### src/rtl/pipe_ctrl_pkg.sv
// Shared constants for the pipeline controller: stall encodings, divider
// sequencer states and the stall priority encoder.
package pipe_ctrl_pkg;

    localparam logic STOP   = 1'b1;
    localparam logic NOSTOP = 1'b0;

    // Stall vector: bit0 = pc, 1 = if, 2 = id, 3 = ex, 4 = mem, 5 = wb.
    // A stage stalls itself and everything upstream of it.
    localparam logic [5:0] STALL_NONE = 6'b000000;
    localparam logic [5:0] STALL_IF   = 6'b000011;
    localparam logic [5:0] STALL_ID   = 6'b000111;
    localparam logic [5:0] STALL_EX   = 6'b001111;
    localparam logic [5:0] STALL_MEM  = 6'b011111;

    typedef enum logic [1:0] {
        DIVIDLE = 2'd0,
        DIVBUSY = 2'd1,
        DIVDONE = 2'd2
    } div_state_e;

    // Result reported for a zero divisor (hi and lo both cleared).
    localparam int DIVZERO = 0;

    // Highest requesting stage wins.
    function automatic logic [5:0] stall_encode(input logic req_mem, input logic req_ex,
                                                input logic req_id, input logic req_if);
        logic [5:0] enc;
        enc = STALL_NONE;
        if (req_mem)     enc = STALL_MEM;
        else if (req_ex) enc = STALL_EX;
        else if (req_id) enc = STALL_ID;
        else if (req_if) enc = STALL_IF;
        return enc;
    endfunction

endpackage

### src/rtl/pipe_ctrl_if.sv
// Handshake between the pipeline controller (master) and the multi-cycle
// divider (slave).
interface pipe_ctrl_if #(
    parameter int DIV_W = 32
);
    logic               div_start;
    logic               div_annul;
    logic               div_sgn;
    logic [DIV_W-1:0]   div_a;
    logic [DIV_W-1:0]   div_b;
    logic               div_ready;
    logic [2*DIV_W-1:0] div_res;

    modport master (
        output div_start, div_annul, div_sgn, div_a, div_b,
        input  div_ready, div_res
    );

    modport slave (
        input  div_start, div_annul, div_sgn, div_a, div_b,
        output div_ready, div_res
    );
endinterface

### src/rtl/pipe_ctrl_div_seq.sv
// Divider sequencer: runs one div/divu on behalf of EX, holds the result
// until EX is allowed to move on, and aborts cleanly on a flush.
module pipe_ctrl_div_seq
    import pipe_ctrl_pkg::*;
#(
    parameter int DIV_W = 32
) (
    input  logic               clk,
    input  logic               rst,
    input  logic               ex_div_req,
    input  logic               ex_div_signed,
    input  logic [DIV_W-1:0]   ex_op1,
    input  logic [DIV_W-1:0]   ex_op2,
    input  logic               flush,
    input  logic               stall_ex,
    pipe_ctrl_if.master        dbus,
    output logic [2*DIV_W-1:0] ex_div_res,
    output logic               ex_div_valid,
    output logic               div_done
);

    div_state_e state_q, state_d;
    logic       abort;
    logic       launch;
    logic       zero_div;
    logic       capture;

    // Next state. A request vanishing mid-divide means EX was squashed, so it
    // aborts exactly like a flush; abort also discards a same-cycle div_ready.
    always_comb begin
        state_d  = state_q;
        launch   = 1'b0;
        zero_div = 1'b0;
        capture  = 1'b0;
        abort    = flush || (state_q == DIVBUSY && !ex_div_req);
        if (abort) begin
            state_d = DIVIDLE;
        end else begin
            case (state_q)
                DIVIDLE: begin
                    if (ex_div_req) begin
                        if (ex_op2 != '0) begin
                            launch  = 1'b1;
                            state_d = DIVBUSY;
                        end else begin
                            zero_div = 1'b1;
                            state_d  = DIVDONE;
                        end
                    end
                end
                DIVBUSY: begin
                    if (dbus.div_ready) begin
                        capture = 1'b1;
                        state_d = DIVDONE;
                    end
                end
                DIVDONE: begin
                    if (stall_ex == NOSTOP) state_d = DIVIDLE;
                end
                default: state_d = DIVIDLE;
            endcase
        end
    end

    // State register.
    always_ff @(posedge clk or negedge rst) begin
        if (!rst) state_q <= DIVIDLE;
        else      state_q <= state_d;
    end

    // Operands are frozen at launch so EX forwarding changes cannot disturb the divider.
    always_ff @(posedge clk or negedge rst) begin
        if (!rst) begin
            dbus.div_a   <= '0;
            dbus.div_b   <= '0;
            dbus.div_sgn <= 1'b0;
        end else if (launch) begin
            dbus.div_a   <= ex_op1;
            dbus.div_b   <= ex_op2;
            dbus.div_sgn <= ex_div_signed;
        end
    end

    // Single-cycle start/annul pulses to the divider.
    always_ff @(posedge clk or negedge rst) begin
        if (!rst) begin
            dbus.div_start <= 1'b0;
            dbus.div_annul <= 1'b0;
        end else begin
            dbus.div_start <= launch;
            dbus.div_annul <= abort && (state_q == DIVBUSY);
        end
    end

    // Result register: held through DONE while MEM keeps EX stopped.
    always_ff @(posedge clk or negedge rst) begin
        if (!rst)          ex_div_res <= '0;
        else if (zero_div) ex_div_res <= (2*DIV_W)'(DIVZERO);
        else if (capture)  ex_div_res <= dbus.div_res;
    end

    assign ex_div_valid = (state_q == DIVDONE);
    assign div_done     = (state_q == DIVDONE);

endmodule

### src/rtl/pipe_ctrl.sv
// Central pipeline controller: merges stage stall requests, gates them with
// flush, sequences the divider for EX and counts stalled cycles.
module pipe_ctrl
    import pipe_ctrl_pkg::*;
#(
    parameter int DIV_W = 32
) (
    input  logic               clk,
    input  logic               rst,
    input  logic               stallreq_if,
    input  logic               stallreq_id,
    input  logic               stallreq_mem,
    input  logic               flush,
    input  logic               ex_div_req,
    input  logic               ex_div_signed,
    input  logic [DIV_W-1:0]   ex_op1,
    input  logic [DIV_W-1:0]   ex_op2,
    pipe_ctrl_if.master        dbus,
    output logic [2*DIV_W-1:0] ex_div_res,
    output logic               ex_div_valid,
    output logic [5:0]         stall,
    output logic               flush_o,
    output logic [31:0]        stall_cycles
);

    logic        div_done;
    logic        stallreq_ex;
    logic [31:0] cyc_cnt_q;

    // EX holds the pipe until the divide has produced its result.
    assign stallreq_ex = ex_div_req && !div_done;

    // Priority stall encoder; a flush overrides every stall request.
    always_comb begin
        stall   = stall_encode(stallreq_mem, stallreq_ex, stallreq_id, stallreq_if);
        flush_o = flush;
        if (flush) stall = STALL_NONE;
    end

    pipe_ctrl_div_seq #(.DIV_W(DIV_W)) u_div_seq (
        .clk          (clk),
        .rst          (rst),
        .ex_div_req   (ex_div_req),
        .ex_div_signed(ex_div_signed),
        .ex_op1       (ex_op1),
        .ex_op2       (ex_op2),
        .flush        (flush),
        .stall_ex     (stall[3]),
        .dbus         (dbus),
        .ex_div_res   (ex_div_res),
        .ex_div_valid (ex_div_valid),
        .div_done     (div_done)
    );

    // Saturating count of cycles in which the PC is held.
    always_ff @(posedge clk or negedge rst) begin
        if (!rst)                                   cyc_cnt_q <= '0;
        else if (stall[0] == STOP && cyc_cnt_q != '1) cyc_cnt_q <= cyc_cnt_q + 32'd1;
    end

    assign stall_cycles = cyc_cnt_q;

endmodule

### src/flat_wrapper.sv
// flat-port wrapper written by rule: the top's interface ports become plain ports
module pipe_ctrl_flat import pipe_ctrl_pkg::*;
#(
    parameter int DIV_W = 32
)
  (clk, rst, stallreq_if, stallreq_id, stallreq_mem, flush, ex_div_req, ex_div_signed, ex_op1, ex_op2, ex_div_res, ex_div_valid, stall, flush_o, stall_cycles, dbus_div_start, dbus_div_annul, dbus_div_sgn, dbus_div_a, dbus_div_b, dbus_div_ready, dbus_div_res);
  pipe_ctrl_if #(.DIV_W(DIV_W)) dbus_i ();
  input  logic clk;
  input  logic rst;
  input  logic stallreq_if;
  input  logic stallreq_id;
  input  logic stallreq_mem;
  input  logic flush;
  input  logic ex_div_req;
  input  logic ex_div_signed;
  input  logic [DIV_W-1:0] ex_op1;
  input  logic [DIV_W-1:0] ex_op2;
  output logic [2*DIV_W-1:0] ex_div_res;
  output logic ex_div_valid;
  output logic [5:0] stall;
  output logic flush_o;
  output logic [31:0] stall_cycles;
  output wire logic [$bits(dbus_i.div_start)-1:0] dbus_div_start;
  output wire logic [$bits(dbus_i.div_annul)-1:0] dbus_div_annul;
  output wire logic [$bits(dbus_i.div_sgn)-1:0] dbus_div_sgn;
  output wire logic [$bits(dbus_i.div_a)-1:0] dbus_div_a;
  output wire logic [$bits(dbus_i.div_b)-1:0] dbus_div_b;
  input wire logic [$bits(dbus_i.div_ready)-1:0] dbus_div_ready;
  input wire logic [$bits(dbus_i.div_res)-1:0] dbus_div_res;
  assign dbus_div_start = dbus_i.div_start;
  assign dbus_div_annul = dbus_i.div_annul;
  assign dbus_div_sgn = dbus_i.div_sgn;
  assign dbus_div_a = dbus_i.div_a;
  assign dbus_div_b = dbus_i.div_b;
  assign dbus_i.div_ready = dbus_div_ready;
  assign dbus_i.div_res = dbus_div_res;
  pipe_ctrl #(.DIV_W(DIV_W)) u_core (.clk(clk), .rst(rst), .stallreq_if(stallreq_if), .stallreq_id(stallreq_id), .stallreq_mem(stallreq_mem), .flush(flush), .ex_div_req(ex_div_req), .ex_div_signed(ex_div_signed), .ex_op1(ex_op1), .ex_op2(ex_op2), .dbus(dbus_i), .ex_div_res(ex_div_res), .ex_div_valid(ex_div_valid), .stall(stall), .flush_o(flush_o), .stall_cycles(stall_cycles));
endmodule
### config.mk
export PLATFORM = sky130hd
export DESIGN_NAME = pipe_ctrl_flat
export DESIGN_NICKNAME = d
export VERILOG_FILES = /design/src/rtl/pipe_ctrl_pkg.sv /design/src/rtl/pipe_ctrl_if.sv /design/src/rtl/pipe_ctrl_div_seq.sv /design/src/rtl/pipe_ctrl.sv /design/src/flat_wrapper.sv
export SDC_FILE = /design/constraint.sdc
export NUM_CORES = 1
export LEC_CHECK = 0
export ABC_CLOCK_PERIOD_IN_PS = 2500
export CAP_MARGIN = 20
export CELL_PAD_IN_SITES_DETAIL_PLACEMENT = 0
export CELL_PAD_IN_SITES_GLOBAL_PLACEMENT = 2
export CORE_AREA = 4 4 171 173
export CTS_CLUSTER_SIZE = 8
export DETAILED_ROUTE_END_ITERATION = 8
export DIE_AREA = 0 0 175 177
export PLACE_DENSITY = 0.83
export SYNTH_ARGS = -nofsm -noshare
export SYNTH_HDL_FRONTEND = slang
export SYNTH_HIERARCHICAL = 1
export SYNTH_SLANG_ARGS = --single-unit
### constraint.sdc
create_clock -name clk -period 2.5 [get_ports clk]
set_clock_uncertainty 0.1 [all_clocks]
set_input_delay 0.5 -clock clk [delete_from_list [all_inputs] [get_ports clk]]
set_output_delay 0.5 -clock clk [all_outputs]
set_load 0.05 [all_outputs]
Yosys cells after proc, flatten, opt, wreduce, memory -nomap -nowiden

Cells that the tools add are included.

Add/subtract/negate cells: 1
Multipliers: 0
Divide/modulo/power cells: 0
$lt $le $gt $ge: 0
Eq/ne operators: 6
Shift operators: 0
Mux-type cells: 24
Bitwise operators: 0
Reductions and logical operators: 11

Operators with widths:

| operator                                                               | number |
|---|---|
| 64-bit 2-to-1 mux                                                      | 2 |
| 32-bit by 1-bit adder with 32-bit output (second input constant)       | 1 |
| 32-bit != test (second input constant)                                 | 1 |
| 32-bit nonzero test                                                    | 1 |
| 6-bit 2-to-1 mux                                                       | 4 |
| 2-bit 2-to-1 mux                                                       | 6 |
| 1-bit 2-to-1 mux                                                       | 11 |
| 3-bit != test (second input constant)                                  | 3 |
| 2-bit case mux with 3 select lines                                     | 1 |
| 1-bit logical AND                                                      | 4 |
| 3-bit AND reduction                                                    | 1 |
| 2-bit by 1-bit equality test with 1-bit output (second input constant) | 1 |
| 2-bit equality test (second input constant)                            | 1 |
| 1-bit logical NOT                                                      | 2 |
| 2-bit logical NOT                                                      | 1 |
| 2-bit nonzero test                                                     | 1 |
| 1-bit logical OR                                                       | 1 |

Flip-flop bits (word level): 165
Bits in latches: 0
Bits in writable memories: 0
Bits in read-only memories: 0
Input bits: 137
Output and inout port bits: 171
Logic and storage cells: 50
Memories kept: 0

Longest topological paths before layout

Gate-level depths: netlist of run 1.

Depth after elaboration: 9
Depth in mapped cells: 8
Depth with buffers taken out: 6

Hierarchy

Netlist of run 1, hierarchy kept.

By module, submodules not included:

| module            | instances | cells each | area an instance (um2) | sequential area each (um2) |
|---|---|---|---|---|
| pipe_ctrl_div_seq | 1         | 446        | 5517.8                 | 3328.2 |
| pipe_ctrl         | 1         | 157        | 1641.6                 | 800.8 |

Least setup slack after synthesis of run 1

Ideal clock, no wire load.

Path type: reg2reg
Start: register u_core.u_div_seq.state_q[0]
End: register u_core.cyc_cnt_q[29] (netlist: u_core/stall_cycles[29])
Setup time: 0.143 ns
Arrival: 2.530 ns
Data required time: 2.257 ns
Path slack: -0.273 ns
Cell stages (with the launch flop): 8
Path buffers: 1
Cell sequence: dfrtp_1 > clkbuf_1 > nor2b_1 > nand2b_1 > a31oi_2 > nand3_1 > or4_1 > xnor2_1

Cells in the longest elaborated chain, start to end: 7

Ends and longest elaborated chain:

| item                   | line                     | RTL |
|---|---|---|
| from (decl)            | pipe_ctrl_div_seq.sv:22  | `div_state_e state_q, state_d;` |
| from (signal assigned) | pipe_ctrl_div_seq.sv:68  | `else state_q <= state_d;` |
| 2-bit equality test    | pipe_ctrl_div_seq.sv:103 | `assign div_done = (state_q == DIVDONE);` |
| via u_core.div_done    | pipe_ctrl.sv:26          | `logic div_done;` |
| 1-bit logical NOT      | pipe_ctrl.sv:31          | `assign stallreq_ex = ex_div_req && !div_done;` |
| 1-bit logical AND      | pipe_ctrl.sv:31          |  |
| 6-bit 2-to-1 mux       | pipe_ctrl_pkg.sv:31      | `else if (req_ex) enc = STALL_EX;` |
| 6-bit 2-to-1 mux       | pipe_ctrl_pkg.sv:30      | `if (req_mem) enc = STALL_MEM;` |
| 6-bit 2-to-1 mux       | pipe_ctrl.sv:37          | `if (flush) stall = STALL_NONE;` |
| via stall[0]           | flat_wrapper.sv:20       | `output logic [5:0] stall;` |
| 1-bit logical AND      | pipe_ctrl.sv:58          | `else if (stall[0] == STOP && cyc_cnt_q != '1) cyc_cnt_q <= cyc_cnt_q + 32'd1;` |
| to (signal assigned)   | pipe_ctrl.sv:58          |  |
| to (decl)              | pipe_ctrl.sv:28          | `logic [31:0] cyc_cnt_q;` |

The timed path passes the listed nets, and every way through them passes these cells.
A chain may end at the register's enable or synchronous reset.

Final worst setup path of run 1

Start: input port ex_op2[18]
End: register u_core.u_div_seq.dbus.div_a[21]

Cells in the longest elaborated chain, start to end: 5

Ends and longest elaborated chain:

| item                 | line                    | RTL |
|---|---|---|
| from (decl)          | flat_wrapper.sv:17      | `input logic [DIV_W-1:0] ex_op2;` |
| 32-bit nonzero test  | pipe_ctrl_div_seq.sv:42 | `if (ex_op2 != '0) begin` |
| 1-bit 2-to-1 mux     | pipe_ctrl_div_seq.sv:42 |  |
| 1-bit 2-to-1 mux     | pipe_ctrl_div_seq.sv:41 | `if (ex_div_req) begin` |
| 1-bit 2-to-1 mux     | pipe_ctrl_div_seq.sv:39 | `case (state_q)` |
| 1-bit 2-to-1 mux     | pipe_ctrl_div_seq.sv:36 | `if (abort) begin` |
| to (signal assigned) | pipe_ctrl_div_seq.sv:78 | `dbus.div_a <= ex_op1;` |
| to (decl)            | pipe_ctrl_if.sv:15      | `output div_start, div_annul, div_sgn, div_a, div_b,` |

No other way between the ends.

==> summary.md, run 1 <==
| Metric | Value |
|---|---|
| Synthesized instance count | `about 600` |
| Slew headroom | `approximately 63%` |
| Grt ovf | `0` |
| Ys Warns | `6` |
| Maximum vdd drop | `0.000411 V` |
| Library cells used by synthesis | `47` |
| Crit-path most repeated cell | `buf_4` |
| Primary FF master, synth | `dfrtp_1` |
| Final ANT Viol Nets | `0` |
| RSZ-0062 raised after global routing | `no` |
| Critical Path AT | `roughly 2600 ps` |
| CP max FO | `9` |
| Routed WL | `between 20000 and 25000 µm` |
| Reg area | `~4100 µm²` |
| Sequential fraction of the synthesis area | `approximately 58%` |
| Post-synthesis async set-or-reset flop share | `100%` |
| Die span in x | `around 180 µm` |
| Adder and majority gate portion of the synthesized area | `less than 1%` |
| Die H | `roughly 180 µm` |
| CTS tree | `yes` |
| Count leader, synth | `dfrtp_1` |
| Post-synthesis xor/xnor area fraction | `3.55%` |
| CP max stage cell | `clkdlybuf4s50_1` |
| Dpl cells | `about 1300` |
| Post-DP HPWL | `16700 µm` |
| Fmax | `0.412 GHz` |
| Worst Setup Start Kind | `input pin` |
| H-tree levels | `4` |
| IO Count | `308` |
| Synth area leaders | `dfrtp_1 (58%), mux2_2 (10%), nand2_1 (7.7%)` |
| Min Hold Slack | `390 ps` |
| Largest net degree at the start of global routing | `65` |
| Tcrit/Tclk final | `97.2%` |
| Clock Sinks | `165` |
| Commonest cells in the netlist | `dfrtp_1 (165), nand2_1 (146), mux2_2 (65), a21oi_2 (60), xor2_1 (24)` |
| CP Class | `input pin to flip-flop` |
| Power, Total | `roughly 10 mW` |
| # rows | `61` |
| Area grow syn2layout | `64.5%` |
| First drt pass iteration count | `4` |
| Port Buffer Count | `roughly 310` |
| Worst Min Path Start | `u_core/stall_cycles[10]` |
| Average cell area after synthesis | `between 10 and 15 µm²` |
| Clock transition at path regs | `70 ps` |
| Status | `complete, no violations` |
| Worst-Margin Slew | `between 500 and 600 ps` |
| Required time of the critical path | `2700 ps` |
| Clock root buffer | `clkbuf_16` |
| Number of remaining DRC errors | `0` |
| Fin cells | `around 1300` |
| FF-to-FF Start | `u_core/stall_cycles[4]` |
| CTS buffer count | `17` |
| Initial antenna violation count | `0` |
| Max_cap viols | `0` |
| Mapped Area | `about 7000 µm²` |
| Worst-path cell chain | `clkdlybuf4s50_1, nor4_2, buf_4, nand4_2, o211ai_4, buf_4, mux2_2` |
| Simple-Gate Fraction of Synth Area | `15.2%` |
| Setup crit start | `ex_op2[18]` |
| Top delay family on crit path | `buffers and inverters` |
| Synthesis-stage register bit count | `between 150 and 200` |
| Finished Core Util | `a little over two fifths` |
| Nets | `between 1000 and 1500` |
| GP Congestion | `about 0.76` |
| Post-synth EDFFs | `0` |
| Final min period | `about 2400 ps` |
| Ant. Diodes | `0` |
| Initial Utilization | `between 20% and 30%` |
| PwrDens | `slightly below 900 nW/µm²` |
| CP max stage delay | `around 450 ps` |
| WL/cell | `17.0 µm` |
| Area share of the largest cell type after synthesis | `57.7%` |
| DR vias/cell | `between 4 and 5` |
| Die area | `a little over 30000 µm²` |
| Post-synthesis compound-gate area fraction | `9.23%` |
| Mapped Nets | `roughly 740` |
| Initial DRC Count | `about 230` |
| Final Max Slew Viols | `0` |
| Hold crit path type | `flip-flop to flip-flop` |
| Final hold vios | `0` |
| Via count | `approximately 5700` |
| Mux cell area share after synthesis | `10.6%` |
| Largest family of logic cells by synthesized area | `simple AND/OR/NAND/NOR gates` |
| Core ar. | `27600 µm²` |
| Vias in the first global route | `between 6000 and 7000` |
| Leak pwr | `about 4.9 nW` |
| CTS max path bufs | `2` |
| GRT Overall Usage | `approximately 14%` |
| First-pass GRT wire length | `between 30000 and 40000 µm` |
| FILL cells | `around 2700` |
| Clk_lat worst skew | `roughly 420 ps` |
| Layout cells sized above 1 | `between 20 and 30%` |
| # setup viols final | `0` |
| Area taken by multi-input logic gates | `roughly 2800 µm²` |
| Worst Path Buf+Inv | `3` |
| Yosys top cell by area | `dfrtp_1` |
| Crit end category | `flip-flop` |
path summary, 6_finish.rpt:
| kind | endpoint | cells after the start | slack [ps] |
|---|---|---|---|
| min reg2reg | u_core/stall_cycles[10] | 1 | 390 |
| max in group asynchronous | u_core/u_div_seq/dbus.div_start | 3 | 1130 |
| max reg2reg | u_core/stall_cycles[7] | 6 | 350 |
| min | u_core/stall_cycles[10] | 1 | 390 |
| max | u_core/u_div_seq/dbus.div_a[21] | 7 | 70 |
| min in group asynchronous | u_core/stall_cycles[31] | 2 | 500 |
cell type report:
class                   count  area share, %
flip-flops and latches    165           35.1
repair buffers            363           31.7
multi-input cells         399           24.0
well taps                 378           4.02
clock buffers              18           3.73
clock inverters            14           1.32
inverters                   6          0.191
cells in the final DEF (no fill, tap or decap), types with 2 or more instances in the layout:
cell / netlist / routed
or3_4: 2 / 2
nor4_1: 11 / 11
buf_4: 5 / 43
nor3_1: 7 / 7
xnor2_1: 5 / 5
nand3_1: 9 / 8
a21oi_1: 10 / 8
buf_12: 0 / 19
clkinvlp_4: 0 / 2
nor4_2: 3 / 3
dfrtp_1: 165 / 165
clkbuf_16: 0 / 18
nand3_2: 2 / 3
a21oi_2: 60 / 61
nor4b_1: 2 / 2
inv_6: 0 / 3
nand4_1: 6 / 6
mux2_2: 65 / 65
nor4_4: 3 / 3
clkinv_8: 0 / 3
inv_1: 6 / 6
and4_1: 2 / 2
nand2_1: 146 / 146
clkdlybuf4s50_1: 0 / 298
nor3b_1: 2 / 2
inv_8: 0 / 5
xor2_1: 24 / 24
nor2_1: 12 / 12
and3_1: 5 / 5
per-stage QoR:
step | cell area (µm²) | setup slack [ps] | setup TNS (ps)
floorplan | 7170 | 19.9 | 0
global placement | 11100 | -342 | -40290
detailed placement | 11100 | -391 | -44820
CTS | 11700 | -2.12 | -2.12
global route | 11800 | 6.83 | 0
finish | 11800 | 71.1 | 0
sequential cells by signal (all words and copies together) (netlist names):
register / cells
u_core/u_div_seq/ex_div_res: 64
u_core/stall_cycles: 32
u_core/u_div_seq/dbus.div_a: 32
u_core/u_div_seq/dbus.div_b: 32
u_core/u_div_seq/state_q: 2
u_core/u_div_seq/dbus.div_annul: 1
u_core/u_div_seq/dbus.div_sgn: 1
u_core/u_div_seq/dbus.div_start: 1
cells by family (layout without fill, tap and decap cells):
group,Yosys count,count (layout)
XOR/XNOR,29,29
buffers and inverters,39,401
multiplexers,67,67
flip-flops,165,165
adder cells (fa/ha/maj),1,1
other,1,1
AO/OA/AOI/OAI,79,79
AND/OR/NAND/NOR,222,222
power by group:
part           total [mW]  internal, mW  switching, mW
Sequential           3.51          3.19          0.327
Combinational        4.21          1.57           2.65
Clock                2.65          1.37           1.27
Total                10.4          6.13           4.25
what timing repair did:
item / 4_1_cts / 5_1_grt
pin swaps: 0 / 1
setup endpoints to repair: 4 / 28
hold endpoints to repair: 42 / 0
resized for setup: 3 / 2
hold buffers: 1 / 0
cloned: 0 / 1
buffers inserted: 0 / 0
per-layer routing:
| metal | GRT usage [%] | part of all wire (%) |
|---|---|---|
| met1 | 18.1 | 43 |
| met3 | 5.40 | 8.1 |
| met2 | 24.3 | 48 |
| met5 | 0 | 0 |
| met4 | 2.68 | 0.68 |
Note: power is estimated with default switching activity, not from simulation.
==> run 2: changes to the inputs <==
--- a/config.mk
+++ b/config.mk
@@ -13,7 +13,7 @@
 export CTS_CLUSTER_SIZE = 8
 export DETAILED_ROUTE_END_ITERATION = 8
 export DIE_AREA = 0 0 175 177
-export PLACE_DENSITY = 0.83
+export PLACE_DENSITY_LB_ADDON = 0.1
 export SYNTH_ARGS = -nofsm -noshare
 export SYNTH_HDL_FRONTEND = slang
 export SYNTH_HIERARCHICAL = 1
==> run 2 against run 1 <==
Global-route usage increased by 0.86 points. First-iteration DRC count decreased by 22%. Sequential power about the same.
==> summary.md, run 2 (synthesis results as in run 1) <==
| Metric | Value |
|---|---|
| Status | `complete, no violations (unchanged)` |
| Clock Sinks | `165 (unchanged)` |
| Final min period | `2410 ps (was 2430 ps)` |
| Maximum vdd drop | `0.000460 V (was 0.000411 V)` |
| Clock power frac | `25.9% (was 25.5%)` |
| FF-to-FF Start | `u_core/stall_cycles[16] (was u_core/stall_cycles[4])` |
| Seq pwr share | `33.6% (was 33.9%)` |
| Layout cells sized above 1 | `24.6% (was 25.3%)` |
| Number of buffers inserted by post-CTS setup repair | `0 (unchanged)` |
| Vias in the first global route | `6450 (was 6149)` |
| Hold depth | `1 (unchanged)` |
| Initial Utilization | `25.9% (unchanged)` |
| Die area | `31000 µm² (unchanged)` |
| Initial antenna violation count | `0 (unchanged)` |
| Worst Min Path Start | `u_core/stall_cycles[10] (unchanged)` |
| Final hold vios | `0 (unchanged)` |
| WL/cell | `17.6 µm (was 17.0 µm)` |
| Max FFs per register | `64 (unchanged)` |
| CTS max path bufs | `2 (unchanged)` |
| Dpl cells | `1301 (was 1309)` |
| Leak pwr | `4.90 nW (was 4.94 nW)` |
| First drt pass iteration count | `4 (unchanged)` |
| IO Count | `308 (unchanged)` |
| Setup crit start | `u_core/u_div_seq/state_q[1] (was ex_op2[18])` |
| CP Class | `flip-flop to primary output (was input pin to flip-flop)` |
| R2r endpoint | `u_core/stall_cycles[26] (was u_core/stall_cycles[7])` |
| Critical Path AT | `1810 ps (was 2630 ps)` |
| # setup viols final | `0 (unchanged)` |
| CTS tree | `yes (unchanged)` |
| Area grow syn2layout | `63.1% (was 64.5%)` |
| Tcrit/Tclk final | `96.4% (was 97.2%)` |
| FILL cells | `2644 (was 2667)` |
| Core ar. | `27600 µm² (unchanged)` |
| Biggest register | `u_core/u_div_seq/ex_div_res (unchanged)` |
| Number of remaining DRC errors | `0 (unchanged)` |
| Slew headroom | `57.4% (was 62.6%)` |
| Reg area | `4130 µm² (unchanged)` |
| RSZ-0062 raised after global routing | `no (unchanged)` |
| Hold Path End | `u_core/stall_cycles[10] (unchanged)` |
| Hold crit path type | `flip-flop to flip-flop (unchanged)` |
| Worst R2R Path Depth | `5 (was 6)` |
| Int Power | `6.19 mW (was 6.13 mW)` |
| Final ANT Viol Nets | `0 (unchanged)` |
| Design area | `11700 µm² (was 11800 µm²)` |
| Nets | `1081 (was 1090)` |
| Port Buffer Count | `306 (unchanged)` |
| Initial DRC Count | `177 (was 226)` |
| Required time of the critical path | `1900 ps (was 2700 ps)` |
| Flop-to-flop setup slack | `240 ps (was 350 ps)` |
| DR vias/cell | `4.32 (was 4.28)` |
| H-tree levels | `4 (unchanged)` |
| Min Hold Slack | `391 ps (was 390 ps)` |
| Metal-1 WL | `9770 µm (was 9860 µm)` |
| CP max FO | `7 (was 9)` |
| Total net switching power | `4.27 mW (was 4.25 mW)` |
| Commonest non-fill, non-tap cell in the layout | `clkdlybuf4s50_1 (unchanged)` |
| Die span in x | `175 µm (unchanged)` |
| Combinational fraction of design power | `40.4% (was 40.6%)` |
| Clock root buffer | `clkbuf_16 (unchanged)` |
| Grt ovf | `0 (unchanged)` |
| Fmax | `0.415 GHz (was 0.412 GHz)` |
| Crit end category | `primary output (was flip-flop)` |
| Final Max Slew Viols | `0 (unchanged)` |
| PwrDens | `895 nW/µm² (was 881 nW/µm²)` |
| Placed cell area | `11100 µm² (about the same)` |
| Largest net degree at the start of global routing | `46 (was 65)` |
| First-pass GRT wire length | `37400 µm (was 35500 µm)` |
| Post-DP HPWL | `17700 µm (was 16700 µm)` |
| Fin cells | `1334 (was 1343)` |
| Ant. Diodes | `0 (unchanged)` |
| Worst-Margin Slew | `636 ps (was 560 ps)` |
| Clock transition at path regs | `70 ps (about the same)` |
| Highest routed layer | `met4 (unchanged)` |
| GRT Overall Usage | `15.3% (was 14.5%)` |
| # rows | `61 (unchanged)` |
| Routed WL | `23500 µm (was 22800 µm)` |
| Met3 routed WL | `1640 µm (was 1840 µm)` |
| Sw Share | `40.8% (was 40.9%)` |
| Clk_lat worst skew | `420 ps (about the same)` |
| Worst Setup Start Kind | `flip-flop (was input pin)` |
| Area taken by multi-input logic gates | `2820 µm² (was 2830 µm²)` |
| Met2 routed WL | `11900 µm (was 11000 µm)` |
| CTS buffer count | `17 (unchanged)` |
| Most frequent cells in the layout | `clkdlybuf4s50_1 (298), dfrtp_1 (165), nand2_1 (146) (unchanged)` |
| Die H | `177 µm (unchanged)` |
| Via count | `5757 (was 5742)` |
| Max_cap viols | `0 (unchanged)` |
| GP Congestion | `0.761 (about the same)` |
==> run 2: power groups by stage <==
stage	Sequential [mW]	Clock, mW	Combinational (mW)
after floorplan	5.37	0	0.752
after detailed placement	3.57	0	4.27
after global placement	3.55	0	4.24
after global routing	3.59	2.94	4.42
final	3.52	2.71	4.23
after CTS	3.53	2.83	4.28
==> run 2: worst max-delay path, stage by stage (launching register included) <==
cell      delay [ps]
dfrtp_1          450
nor2b_1          190
nand2b_2         240
a31oi_4          170
buf_4            200
buf_12           150
==> run 2: how the worst max path moves through the flow <==
stage	to	slack, ps	depth (start not counted)
3_5_place_dp	u_core/u_div_seq/dbus.div_a[27]	-420	6
2_1_floorplan	u_core/stall_cycles[29]	20	7
6_report	stall[1]	90	5
5_1_grt	u_core/stall_cycles[26]	8	5
3_3_place_gp	u_core/u_div_seq/ex_div_res[31]	-360	8
4_1_cts	u_core/u_div_seq/dbus.div_a[27]	30	6
==> run 2: repair_timing <==
| item | in CTS | in global routing |
|---|---|---|
| gates resized for setup | 2 | 1 |
| cloned | 0 | 0 |
| setup endpoints to repair | 1 | 53 |
| endpoints found under the hold margin | 39 | 0 |
| hold buffers | 1 | 0 |
==> run 2: area by class of cell <==
class,count,share of cell area (%)
Clock inverter,15,1.53
Sequential cell,165,35.4
Inverter,6,0.193
Clock buffer,17,3.64
Multi-Input combinational cell,399,24.1
Timing Repair Buffer,354,31.1
Tap cell,378,4.05
==> run 2: layer usage <==
| metal | GRT usage, % | vias to the layer above |
|---|---|---|
| met5 | 0 | - |
| met3 | 5.15 | 14 |
| met4 | 3.37 | 0 |
| li1 | - | 2728 |
| met1 | 18.4 | 2834 |
| met2 | 26.8 | 181 |
==> run 2: through the flow <==
stage | setup WS, ps | utilization [%] | TNS (ps) | power [mW]
global placement | -364 | 40.0 | -43150 | 7.78
CTS | 26.0 | 42.3 | 0 | 10.6
floorplan | 19.9 | - | 0 | 6.12
global route | 7.94 | 42.3 | 0 | 11.0
detailed placement | -419 | 40.0 | -49990 | 7.84
finish | 89.8 | 42.3 | 0 | 10.5
